File: config.mk
export PLATFORM = sky130hd
export DESIGN_NAME = coin_payout_ctrl
export DESIGN_NICKNAME = d
export VERILOG_FILES = /design/src/rtl/coin_payout_ctrl.sv
export SDC_FILE = /design/constraint.sdc
export NUM_CORES = 1
export LEC_CHECK = 0
export ABC_AREA = 1
export CORE_MARGIN = 8
export CORE_UTILIZATION = 45
export CTS_BUF_LIST = sky130_fd_sc_hd__clkbuf_8
export CTS_CLUSTER_SIZE = 24
export DETAILED_ROUTE_END_ITERATION = 10
export PLACE_DENSITY = 0.68
export SETUP_SLACK_MARGIN = 0.05
export SYNTH_ARGS = -nofsm -noshare
export SYNTH_HDL_FRONTEND = slang
export SYNTH_SLANG_ARGS = --single-unit
File: constraint.sdc
create_clock -name MAX10_CLK1_50 -period 2.6 [get_ports MAX10_CLK1_50]
set_input_delay 0.26 -clock MAX10_CLK1_50 [delete_from_list [all_inputs] [get_ports MAX10_CLK1_50]]
set_output_delay 0.26 -clock MAX10_CLK1_50 [all_outputs]
set_load 0.01 [all_outputs]
File: src/rtl/coin_payout_ctrl.sv
// Coin payout controller: splits a change amount into Php10/5/1 coins,
// pulses one hopper motor per coin and confirms each with the exit sensor.
module coin_payout_ctrl #(
   parameter int AMT_W         = 8,
   parameter int INV_W         = 8,
   parameter int INV1_INIT     = 50,
   parameter int INV5_INIT     = 20,
   parameter int INV10_INIT    = 20,
   parameter int PULSE_CYC     = 4,
   parameter int SENSE_TIMEOUT = 16
) (
   input  logic             MAX10_CLK1_50,
   input  logic             RESET,
   input  logic             REQ_VALID,
   output logic             REQ_READY,
   input  logic [AMT_W-1:0] REQ_AMOUNT,
   input  logic             REFILL,
   input  logic             SENSE,
   output logic             M1,
   output logic             M5,
   output logic             M10,
   output logic             BUSY,
   output logic             DONE,
   output logic [AMT_W-1:0] PAID,
   output logic [AMT_W-1:0] SHORT,
   output logic             FAULT,
   output logic [INV_W-1:0] INV1,
   output logic [INV_W-1:0] INV5,
   output logic [INV_W-1:0] INV10
);

   localparam int CMAX  = (PULSE_CYC > SENSE_TIMEOUT) ? PULSE_CYC : SENSE_TIMEOUT;
   localparam int CNT_W = $clog2(CMAX + 1);

   localparam logic [CNT_W-1:0] PULSE_LD = CNT_W'(PULSE_CYC - 1);
   localparam logic [CNT_W-1:0] TO_LAST  = CNT_W'(SENSE_TIMEOUT - 1);
   localparam logic [INV_W-1:0] I1_RST   = INV_W'(INV1_INIT);
   localparam logic [INV_W-1:0] I5_RST   = INV_W'(INV5_INIT);
   localparam logic [INV_W-1:0] I10_RST  = INV_W'(INV10_INIT);
   localparam logic [AMT_W-1:0] D1       = AMT_W'(1);
   localparam logic [AMT_W-1:0] D5       = AMT_W'(5);
   localparam logic [AMT_W-1:0] D10      = AMT_W'(10);

   typedef enum logic [2:0] {
      S_IDLE, S_PICK, S_DRIVE, S_WAIT, S_REPORT
   } state_t;

   typedef enum logic [1:0] {
      C_NONE, C_1, C_5, C_10
   } coin_t;

   state_t           state_q, state_d;
   coin_t            coin_q, coin_d;
   logic [AMT_W-1:0] rem_q, rem_d;
   logic [AMT_W-1:0] acc_q, acc_d;
   logic [AMT_W-1:0] paid_q, paid_d;
   logic [AMT_W-1:0] short_q, short_d;
   logic [CNT_W-1:0] cnt_q, cnt_d;
   logic [INV_W-1:0] inv1_q, inv1_d;
   logic [INV_W-1:0] inv5_q, inv5_d;
   logic [INV_W-1:0] inv10_q, inv10_d;
   logic             fault_q, fault_d;
   logic [AMT_W-1:0] coin_val;

   always_comb begin
      coin_val = '0;
      unique case (coin_q)
         C_1:     coin_val = D1;
         C_5:     coin_val = D5;
         C_10:    coin_val = D10;
         default: coin_val = '0;
      endcase
   end

   always_ff @(negedge MAX10_CLK1_50 or posedge RESET) begin
      if (RESET) begin
         state_q <= S_IDLE;
         coin_q  <= C_NONE;
         rem_q   <= '0;
         acc_q   <= '0;
         paid_q  <= '0;
         short_q <= '0;
         cnt_q   <= '0;
         inv1_q  <= I1_RST;
         inv5_q  <= I5_RST;
         inv10_q <= I10_RST;
         fault_q <= 1'b0;
      end else begin
         state_q <= state_d;
         coin_q  <= coin_d;
         rem_q   <= rem_d;
         acc_q   <= acc_d;
         paid_q  <= paid_d;
         short_q <= short_d;
         cnt_q   <= cnt_d;
         inv1_q  <= inv1_d;
         inv5_q  <= inv5_d;
         inv10_q <= inv10_d;
         fault_q <= fault_d;
      end
   end

   always_comb begin
      state_d = state_q;
      coin_d  = coin_q;
      rem_d   = rem_q;
      acc_d   = acc_q;
      paid_d  = paid_q;
      short_d = short_q;
      cnt_d   = cnt_q;
      inv1_d  = inv1_q;
      inv5_d  = inv5_q;
      inv10_d = inv10_q;
      fault_d = fault_q;
      M1      = 1'b0;
      M5      = 1'b0;
      M10     = 1'b0;
      DONE    = 1'b0;
      unique case (state_q)
         S_IDLE: begin
            if (REQ_VALID) begin
               rem_d   = REQ_AMOUNT;
               acc_d   = '0;
               state_d = S_PICK;
            end else if (REFILL) begin
               inv1_d  = I1_RST;
               inv5_d  = I5_RST;
               inv10_d = I10_RST;
               fault_d = 1'b0;
            end
         end
         S_PICK: begin
            cnt_d   = PULSE_LD;
            state_d = S_DRIVE;
            // largest coin that fits and is still in stock
            if (rem_q >= D10 && inv10_q != '0) begin
               coin_d = C_10;
            end else if (rem_q >= D5 && inv5_q != '0) begin
               coin_d = C_5;
            end else if (rem_q >= D1 && inv1_q != '0) begin
               coin_d = C_1;
            end else begin
               state_d = S_REPORT;
            end
         end
         S_DRIVE: begin
            M1  = (coin_q == C_1);
            M5  = (coin_q == C_5);
            M10 = (coin_q == C_10);
            if (cnt_q == '0) begin
               state_d = S_WAIT;
            end else begin
               cnt_d = cnt_q - CNT_W'(1);
            end
         end
         S_WAIT: begin
            if (SENSE) begin
               rem_d   = rem_q - coin_val;
               acc_d   = acc_q + coin_val;
               state_d = S_PICK;
               unique case (coin_q)
                  C_1:  if (inv1_q != '0) inv1_d = inv1_q - INV_W'(1);
                  C_5:  if (inv5_q != '0) inv5_d = inv5_q - INV_W'(1);
                  C_10: if (inv10_q != '0) inv10_d = inv10_q - INV_W'(1);
                  default: ;
               endcase
            end else if (cnt_q == TO_LAST) begin
               // no coin seen: treat the hopper as empty and fall back
               fault_d = 1'b1;
               state_d = S_PICK;
               unique case (coin_q)
                  C_1:  inv1_d = '0;
                  C_5:  inv5_d = '0;
                  C_10: inv10_d = '0;
                  default: ;
               endcase
            end else begin
               cnt_d = cnt_q + CNT_W'(1);
            end
         end
         S_REPORT: begin
            DONE    = 1'b1;
            paid_d  = acc_q;
            short_d = rem_q;
            state_d = S_IDLE;
         end
         default: state_d = S_IDLE;
      endcase
   end

   assign REQ_READY = (state_q == S_IDLE);
   assign BUSY      = (state_q != S_IDLE);
   assign PAID      = paid_q;
   assign SHORT     = short_q;
   assign FAULT     = fault_q;
   assign INV1      = inv1_q;
   assign INV5      = inv5_q;
   assign INV10     = inv10_q;

endmodule

; Word level (Yosys, flattened, before mapping)
; Index checks and enable logic that the tools add are counted.
[classes]
n_lt_le_gt_ge = 3
eq_ne = 24
mux = 53
n_reduce_logical = 20
addsub = 7
[op_table]
columns = op, n
row1 = $mux W8, 23
row2 = $pmux W8 S2, 5
row3 = $reduce_bool A8 Y1, 3
row4 = $sub A8 B1 Y8 const B, 3
row5 = $ne A2 B2 Y1 const B, 11
row6 = $mux W3, 7
row7 = $reduce_and A6 Y1, 3
row8 = $mux W5, 3
row9 = $pmux W5 S3, 1
row10 = $ne A3 B3 Y1 const B, 4
row11 = $pmux W3 S4, 1
row12 = $pmux W4 S3, 1
row13 = $reduce_bool A3 Y1, 3
row14 = $add A8 B8 Y8, 1
row15 = $ge A8 B1 Y1 const B, 1
row16 = $ge A8 B3 Y1 const B, 1
row17 = $ge A8 B4 Y1 const B, 1
row18 = $mux W1, 8
row19 = $sub A8 B8 Y8, 1
row20 = $eq A3 B2 Y1 const B, 2
row21 = $mux W2, 3
row22 = $reduce_and A3 Y1, 2
row23 = $add A5 B1 Y5 const B, 1
row24 = $eq A5 B4 Y1 const B, 1
row25 = 14 further kinds, 17
[word_totals]
wordCells = 118
reg_bits = 67
out_inout_bits = 47

; Logic depth before layout (Yosys ltp)
; Gate-level depths: netlist (run 1).
[depth]
depth_word = 6
ltp_mapped = 14
depth_no_buf = 14

==> flow_summary.toml, run 1 <==
[power]
ir_worst_vdd_v = 0.000646
p_total_w = 0.00746
p_per_area_nw_per_um2 = 1300
cellLeakagePower_nw = 3.07

[critical_path]
worst-path-stages = 6
cp-end-kind = "output port"
path_common_cell = "inv_2"
path_cells = "inv_2 -> nand2_2 -> nor2_4 -> inv_2 -> nor2_1 -> buf_2"
worstReg2RegStart = "coin_q[0]$_DFFE_NP0P_"
r2r_cells = 12
path_buf_inv = 3
crit_slowest_cell = "dfrtn_1"
path_class = "register to output port"
max_stage_delay_ns = 0.36
crit_fanout = 4
arrival_ns = 2.63
crit_end = "M5"
crit_family = "flip-flops"
r2r-end = "acc_q[7]$_DFFE_NP0P_"
reg2reg_slack_ns = 0.37
worstPathRequired_ns = 2.34
cp-startpoint = "state_q[2]$_DFFE_NP0P_"
startpoint_type = "register"

[hold_path]
hp-start = "PAID[5]$_DFFE_NP0P_"
hp-class = "register to register"

[routing]
drc_errors = 0
routed_via_density = 5.05
routed_wl_um = 11700
vias = 4254
wire_per_inst_um = 13.9
drtIter0Drc = 251
drtAntennaViolNets = 0
dr.pass1.iters = 5

[status]
violations = "negative setup slack"
outcome = "finished, violations left"

[synthesis]
synth_top_cell_by_area = "dfrtn_1"
synth_top_area_share_pct = 36.0
synth_edf_count = 0
synth-seq-area-share_pct = 40.4
yosys_warnings = 0
netlist_area_um2 = 4170
syn_nets = 611
synthTopCellsByArea = "dfrtn_1 36%, nand2_1 17%, inv_1 6.5%, nor2_1 5.7%, ha_1 5.1%"
syn_inst = 578
ys_seq_elements = 67
avgSynthCellArea_um2 = 7.21
synthArstFlopShare_pct = 100
yosysUniqueCellTypes = 35
synth_most_common_cell = "nand2_1"
yosys-top-cells-count = "187 x nand2_1, 72 x inv_1, 63 x nor2_1, 60 x dfrtn_1, 41 x o21ai_0"
synth-main-ff-cell = "dfrtn_1"

[grt]
antenna_found_initial = 0
grt_pass1_vias = 4100
grtUsageTotal_pct = 18.8
grt-ovfl-total = 0
grt_max_degree = 31
grt_pass1_wl_um = 19500

[timing]
setup_tns_ns = -1.69
tightest_slew_ns = 0.688
drv_slew = 0
fin_skew_ns = 0.0638
hold_viol = 0
rsz0062_at_grt = "true"
timing.final.ws_setup_ns = -0.294
max_slew_margin_pct = 54.1
setup_viol = 6

[flow_run]
cap_violations = 0

[die]
core_area_um2 = 9110
fp.dieH_um = 112
fp.dieW_um = 112
die-area_um2 = 12600
fp-row-count = 35
start_util_pct = 45.8
io-pin-count = 60

[clock_tree]
cts_tree = "built"
hold_buffers = 0
clkLatencyLatePin_ns = 0.39
path_clk_slew_ns = 0.05
cts.path.max_buffers = 2
cts-buffers-inserted = 9
clock-sinks = 67
clockRootBuffer = "clkbuf_8"
cts_htree_levels = 3

[placement]
io_buffers = 59
hpwl_um = 8540
gp_congestion = 0.874
postPlaceCellArea_um2 = 5320

[finish]
syn2layout_area_growth_pct = 37.8
final_net_count = 760
multiInputGateArea_um2 = 2200
fillers = 813
drive_above_1_share_pct = 26.9
n_antenna_cell = 0
fin_area_um2 = 5740
register_area_um2 = 1690
==> cells by family after synthesis <==
kind of cell	after synthesis	share of synthesized area, %
AND/OR/NAND/NOR	323	33.4
buffers and inverters	89	8.80
AO/OA/AOI/OAI	73	9.52
flip-flops	67	40.4
adder cells (fa/ha/maj)	20	6.54
XOR/XNOR	6	1.26
==> worst min path at each step <==
stage                                end  slack, ns  cells past startpoint
global route        SHORT[4]$_DFFE_NP0P_       0.44                      2
global placement    SHORT[1]$_DFFE_NP0P_       0.42                      2
finish               PAID[5]$_DFFE_NP0P_       0.43                      2
CTS                  PAID[2]$_DFFE_NP0P_       0.43                      2
floorplan           acc_q[7]$_DFFE_NP0P_       0.43                      2
detailed placement   PAID[2]$_DFFE_NP0P_       0.43                      2
==> cell type report <==
type / instances / share of cell area [%]
repair buffers: 145 / 20.1
multi-input cells: 422 / 38.3
well taps: 111 / 2.42
inverters: 75 / 5.01
clock inverters: 13 / 2.40
flip-flops and latches: 67 / 29.4
clock buffers: 10 / 2.40
==> worst register-to-register path, stage by stage (launching register included) <==
cell and delay [ns]:
dfrtn_1 0.44, inv_1 0.07, ha_2 0.18, buf_4 0.13
buf_4 0.14, ha_1 0.36, nand2_1 0.10, o21ai_0 0.29
nand2_1 0.12, nand2_1 0.08, nand2_1 0.06, nand4_1 0.07
nand2_1 0.06
==> power breakdown <==
group	switching (W)	leakage [nW]	internal, W
Sequential	0.000279	0.872	0.00147
Combinational	0.00262	2.04	0.00195
Clock	0.000462	0.165	0.000678
==> layout by cell type, fill, tap and decap left out, drive strengths merged, types with 5 or more instances in the layout <==
cell type	n
nand3	38
a22oi	5
or2	5
o21ai	51
a21oi	10
buf	126
nand2	192
inv	82
nand4	15
dfrtn	60
ha	17
dfstp	7
clkdlybuf4s50	9
clkdlybuf4s15	6
nor2	67
clkbuf	11
nor3	5
==> flip-flops by register name, indices dropped and copies added, names as in the netlist <==
signal	flops
INV5	8
coin_q	2
acc_q	8
cnt_q	5
PAID	8
SHORT	8
state_q	3
rem_q	8
INV10	8
INV1	8
FAULT	1
==> stage by stage <==
| stage | util [%] | hold slack, ns | std cells | worst slack (ns) |
|---|---|---|---|---|
| 2_1_floorplan | - | 0.432 | 578 | 0.0670 |
| 3_3_place_gp | 58.4 | 0.415 | 794 | -0.425 |
| 3_5_place_dp | 58.4 | 0.432 | 794 | -0.476 |
| 4_1_cts | 62.5 | 0.434 | 827 | -0.292 |
| 5_1_grt | 63.0 | 0.445 | 843 | -0.348 |
| 6_report | 63.0 | 0.429 | 843 | -0.294 |
==> what timing repair did <==
item	CTS	global route
setup buffers	11	16
setup endpoints to repair	90	46
pin swaps	6	7
gates cloned	0	0
resized for setup	196	25
==> metal layers <==
metal / global-route usage (%) / up-vias / wire [um]
li1: - / 2144 / -
met1: 24.2 / 1987 / 5330
met2: 30.8 / 109 / 5720
met3: 2.95 / 14 / 500
met4: 7.46 / 0 / 183
met5: 0 / - / 0
(Power assumes the default switching activity.)
==> run 2, diff against run 1 <==
- clock period: 2.6 -> 3.6 ns (I/O delays scaled with it)
==> flow_summary.toml, run 2 (same netlist as run 1, synthesis figures left out) <==
[finish]
fin_area_um2 = 5310
syn2layout_area_growth_pct = 27.5
final_net_count = 706
register_area_um2 = 1690
stdcell_count = 789
drive_above_1_share_pct = 13.9
multiInputGateArea_um2 = 2150
utilization_pct = 58.3
layout_common_cells = "187 x nand2_1, 75 x inv_1, 60 x dfrtn_1, 60 x nor2_1, 42 x clkdlybuf4s50_1"
fillers = 853
n_antenna_cell = 0
layout_commonest_cell = "nand2_1"

[grt]
antenna_found_initial = 0
grt_pass1_wl_um = 18500
grt_pass1_vias = 3839
grtUsageTotal_pct = 17.9
grt-ovfl-total = 0
grt_max_degree = 68

[critical_path]
path_class = "register to output port"
path_cells = "nand2_2 -> nor2_4 -> inv_2 -> nor2_1 -> buf_2"
path_buf_inv = 2
crit_slowest_cell = "dfrtn_1"
cp-end-kind = "output port"
crit_fanout = 4
arrival_ns = 3.16
crit_family = "flip-flops"
max_stage_delay_ns = 0.49
reg2reg_slack_ns = 1.27
worstPathRequired_ns = 3.24
startpoint_type = "register"

[timing]
max_slew_margin_pct = 53.5
tightest_slew_ns = 0.696
fin_skew_ns = 0.0716
hold_viol = 0
setup_viol = 0
rsz0062_at_grt = "true"
setup_tns_ns = 0
drv_slew = 0

[power]
ir_worst_vdd_v = 0.000363
p_per_area_nw_per_um2 = 913
cellLeakagePower_nw = 2.75

[routing]
drtAntennaViolNets = 0
drc_errors = 0
dr.pass1.iters = 7
routed_wl_um = 11300
wire_per_inst_um = 14.3
routed_via_density = 5.19
drtIter0Drc = 210
vias = 4097

[flow_run]
cap_violations = 0

[clock_tree]
clockRootBuffer = "clkbuf_8"
cts.path.max_buffers = 2
clkLatencyLatePin_ns = 0.40
clock-sinks = 67
path_clk_slew_ns = 0.06
cts-buffers-inserted = 9
cts_tree = "built"
cts_htree_levels = 3
hold_buffers = 0

[die]
fp.dieH_um = 112
die-area_um2 = 12600
io-pin-count = 60
fp.dieW_um = 112
fp-row-count = 35
core_area_um2 = 9110
start_util_pct = 45.8

[placement]
dp.cells = 755
hpwl_um = 8120
postPlaceCellArea_um2 = 4990
gp_congestion = 0.842
io_buffers = 59

[hold_path]
hp-class = "register to register"

[status]
outcome = "complete, no violations"
## run 2: changes by cell type in the layout (fill, tap and decap cells not counted), moves of 4 or more
cell / before / now
clkdlybuf4s50_1: 9 / 42
nor2_1: 56 / 60
clkdlybuf4s15_2: 6 / 0
buf_4: 81 / 30
buf_6: 11 / 0
dlygate4sd2_1: 2 / 7
buf_2: 30 / 3
## run 2: final cells by class
| class | count | share of cell area (%) |
|---|---|---|
| sequential | 67 | 31.7 |
| multi-input combinational | 422 | 40.5 |
| clock inverter | 13 | 1.67 |
| timing repair buffer | 91 | 15.6 |
| clock buffer | 10 | 2.59 |
| inverter | 75 | 5.37 |
| tap | 111 | 2.61 |
## run 2: worst min-delay path: cells and delay by family (launching register included)
family | cells | cell delay (ns)
flops | 1 | 0.41
simple gates | 2 | 0.10
## run 2: routing by layer
metal / vias up / share of wire [%] / track usage (%)
li1: 2036 / - / -
met5: - / 0 / 0
met4: 0 / 1.4 / 6.38
met3: 13 / 5.1 / 3.54
met1: 1938 / 45 / 22.5
met2: 110 / 48 / 30.0
## run 2: path summary, 6_finish.rpt
| path | start | endpoint | depth (start not counted) |
|---|---|---|---|
| max in group asynchronous | RESET | INV10[2]$_DFFE_NP1P_ | 3 |
| max | state_q[1]$_DFFE_NP0P_ | M1 | 5 |
| max reg2reg | coin_q[0]$_DFFE_NP0P_ | rem_q[6]$_DFFE_NP0P_ | 14 |
| min reg2reg | SHORT[1]$_DFFE_NP0P_ | SHORT[1]$_DFFE_NP0P_ | 2 |
| min | SHORT[1]$_DFFE_NP0P_ | SHORT[1]$_DFFE_NP0P_ | 2 |
| min in group asynchronous | RESET | rem_q[6]$_DFFE_NP0P_ | 3 |
## run 2: report_power, final
part / switching [W] / total, W / internal [W]
clock: 0.000335 / 0.000682 / 0.000347
combinational: 0.00172 / 0.00286 / 0.00114
sequential: 0.000249 / 0.00131 / 0.00106
total: 0.00231 / 0.00485 / 0.00255
## run 2: through the flow
stage               total power [W]  hold slack [ns]  setup WS (ns)
floorplan                   0.00318            0.432          0.393
global placement            0.00403            0.420        -0.0216
detailed placement          0.00412            0.418        -0.0742
CTS                         0.00482            0.420       -0.00271
global route                0.00532            0.441         0.0198
finish                      0.00485            0.416         0.0833
## run 2: timing repair
action,4_1_cts,5_1_grt
endpoints found under the setup margin,17,12
setup buffers,5,7
cloned,0,0
pin swaps,1,4
gates resized for setup,30,13
==> run 3, diff against run 2 <==
- CORE_UTILIZATION: 45 -> 50
- PLACE_DENSITY: 0.68 -> 0.74
- RECOVER_POWER: default -> 100
==> flow_summary.toml, run 3 (same netlist as run 1, synthesis figures left out) <==
[status]
outcome = "complete, no violations"

[die]
fp-row-count = 33
fp.dieH_um = 107
start_util_pct = 51.2
core_area_um2 = 8130
fp.dieW_um = 107
io-pin-count = 60
die-area_um2 = 11500

[finish]
stdcell_count = 784
utilization_pct = 65.3
syn2layout_area_growth_pct = 27.4
layout_commonest_cell = "nand2_1"
layout_common_cells = "189 x nand2_1, 76 x inv_1, 60 x dfrtn_1, 60 x nor2_1, 46 x o21ai_0"
drive_above_1_share_pct = 11.5
n_antenna_cell = 0
final_net_count = 707
fin_area_um2 = 5310
fillers = 726

[clock_tree]
clockRootBuffer = "clkbuf_8"
cts-buffers-inserted = 9
clkLatencyLatePin_ns = 0.39
clock-sinks = 67
cts.path.max_buffers = 2
path_clk_slew_ns = 0.05
cts_tree = "built"
cts_htree_levels = 3

[critical_path]
max_stage_delay_ns = 0.62
path_cells = "dlygate4sd3_1"
arrival_ns = 3.18
cp-end-kind = "output port"
worstPathRequired_ns = 3.24
path_buf_inv = 1
crit_family = "buffers and inverters"
crit_slowest_cell = "dlygate4sd3_1"
crit_fanout = 2
path_class = "register to output port"
startpoint_type = "register"

[grt]
grt-ovfl-total = 0
grt_max_degree = 68
antenna_found_initial = 0
grtUsageTotal_pct = 19.3
grt_pass1_vias = 3858
grt_pass1_wl_um = 18100

[power]
p_total_w = 0.00487
p_per_area_nw_per_um2 = 917
cellLeakagePower_nw = 2.74
ir_worst_vdd_v = 0.000457

[placement]
gp_congestion = 0.872
hpwl_um = 7880
dp.cells = 754
postPlaceCellArea_um2 = 5040
io_buffers = 59

[timing]
max_slew_margin_pct = 38.2
rsz0062_at_grt = "true"
setup_tns_ns = 0
fin_skew_ns = 0.0592
drv_slew = 0
setup_viol = 0
hold_viol = 0
tightest_slew_ns = 0.927

[routing]
routed_via_density = 5.11
dr.pass1.iters = 4
drtAntennaViolNets = 0
wire_per_inst_um = 13.7
routed_wl_um = 10700
drc_errors = 0
drtIter0Drc = 166
vias = 4010

[hold_path]
hp-class = "register to register"

[flow_run]
cap_violations = 0
==> run 3: cell types whose count changed in the layout (fill, tap and decap cells not counted), sizes merged, moves of 4 or more <==
cell / delta
clkdlybuf4s50: -24
dlygate4sd3: +23
clkdlybuf4s25: +4
buf: -8
clkbuf: +7
dlymetal6s2s: -4
==> run 3: power breakdown <==
| group | total (W) | internal [W] | switching [W] |
|---|---|---|---|
| clock | 0.000779 | 0.000439 | 0.000339 |
| sequential | 0.00128 | 0.00105 | 0.000230 |
| combinational | 0.00281 | 0.00111 | 0.00170 |
| total | 0.00487 | 0.00260 | 0.00227 |
==> run 3: final timing paths <==
path	depth (start not counted)	end	start	slack, ns
min in group asynchronous	3	rem_q[5]$_DFFE_NP0P_	RESET	2.51
worst min register to register	2	SHORT[1]$_DFFE_NP0P_	SHORT[1]$_DFFE_NP0P_	0.42
max in group asynchronous	3	PAID[5]$_DFFE_NP0P_	RESET	0.47
worst max-delay path	1	FAULT	FAULT$_DFFE_NP0P_	0.06
worst max register to register	9	INV10[3]$_DFFE_NP0P_	state_q[0]$_DFFE_NP0P_	1.29
worst min-delay path	2	SHORT[1]$_DFFE_NP0P_	SHORT[1]$_DFFE_NP0P_	0.42
==> run 3: stage by stage <==
stage / setup slack, ns / hold WS, ns
after global placement: -0.0379 / 0.419
after floorplan: 0.393 / 0.432
after detailed placement: -0.0840 / 0.427
after CTS: 0.0543 / 0.429
after global routing: 0.0108 / 0.440
final: 0.0581 / 0.421
==> run 3: routing by layer <==
| metal | GRT usage, % | up-vias | wire [um] | part of all wire, % |
|---|---|---|---|---|
| met5 | 0 | - | 0 | 0 |
| met4 | 6.63 | 0 | 129 | 1.2 |
| met3 | 3.23 | 9 | 573 | 5.3 |
| met2 | 32.1 | 98 | 5360 | 50 |
| met1 | 24.6 | 1874 | 4680 | 44 |
| li1 | - | 2029 | - | - |
==> run 3: final cells by class <==
cell class,count,area (um2),area share (%)
inverter,75,288,5.42
clock inverter,12,110,2.07
tap,105,131,2.47
timing repair buffer,92,807,15.2
sequential,67,1690,31.7
clock buffer,11,151,2.85
multi-input combinational,422,2140,40.3
==> run 3: what timing repair did <==
action / 4_1_cts / 5_1_grt
hold buffers: 0 / 0
endpoints found under the hold margin: 0 / 0
buffers inserted: 7 / 1
resized for setup: 36 / 8
setup endpoints to repair: 19 / 9
pin swaps: 2 / 1
==> run 3: worst reg2reg max path, cell delays in order, from the launching register on <==
cell	delay, ns
dfrtn_1	0.52
buf_4	0.17
inv_2	0.04
nor2_4	0.47
nand2_1	0.21
buf_4	0.21
nand3_4	0.10
nand4_2	0.23
nand2_1	0.13
nand2_1	0.07
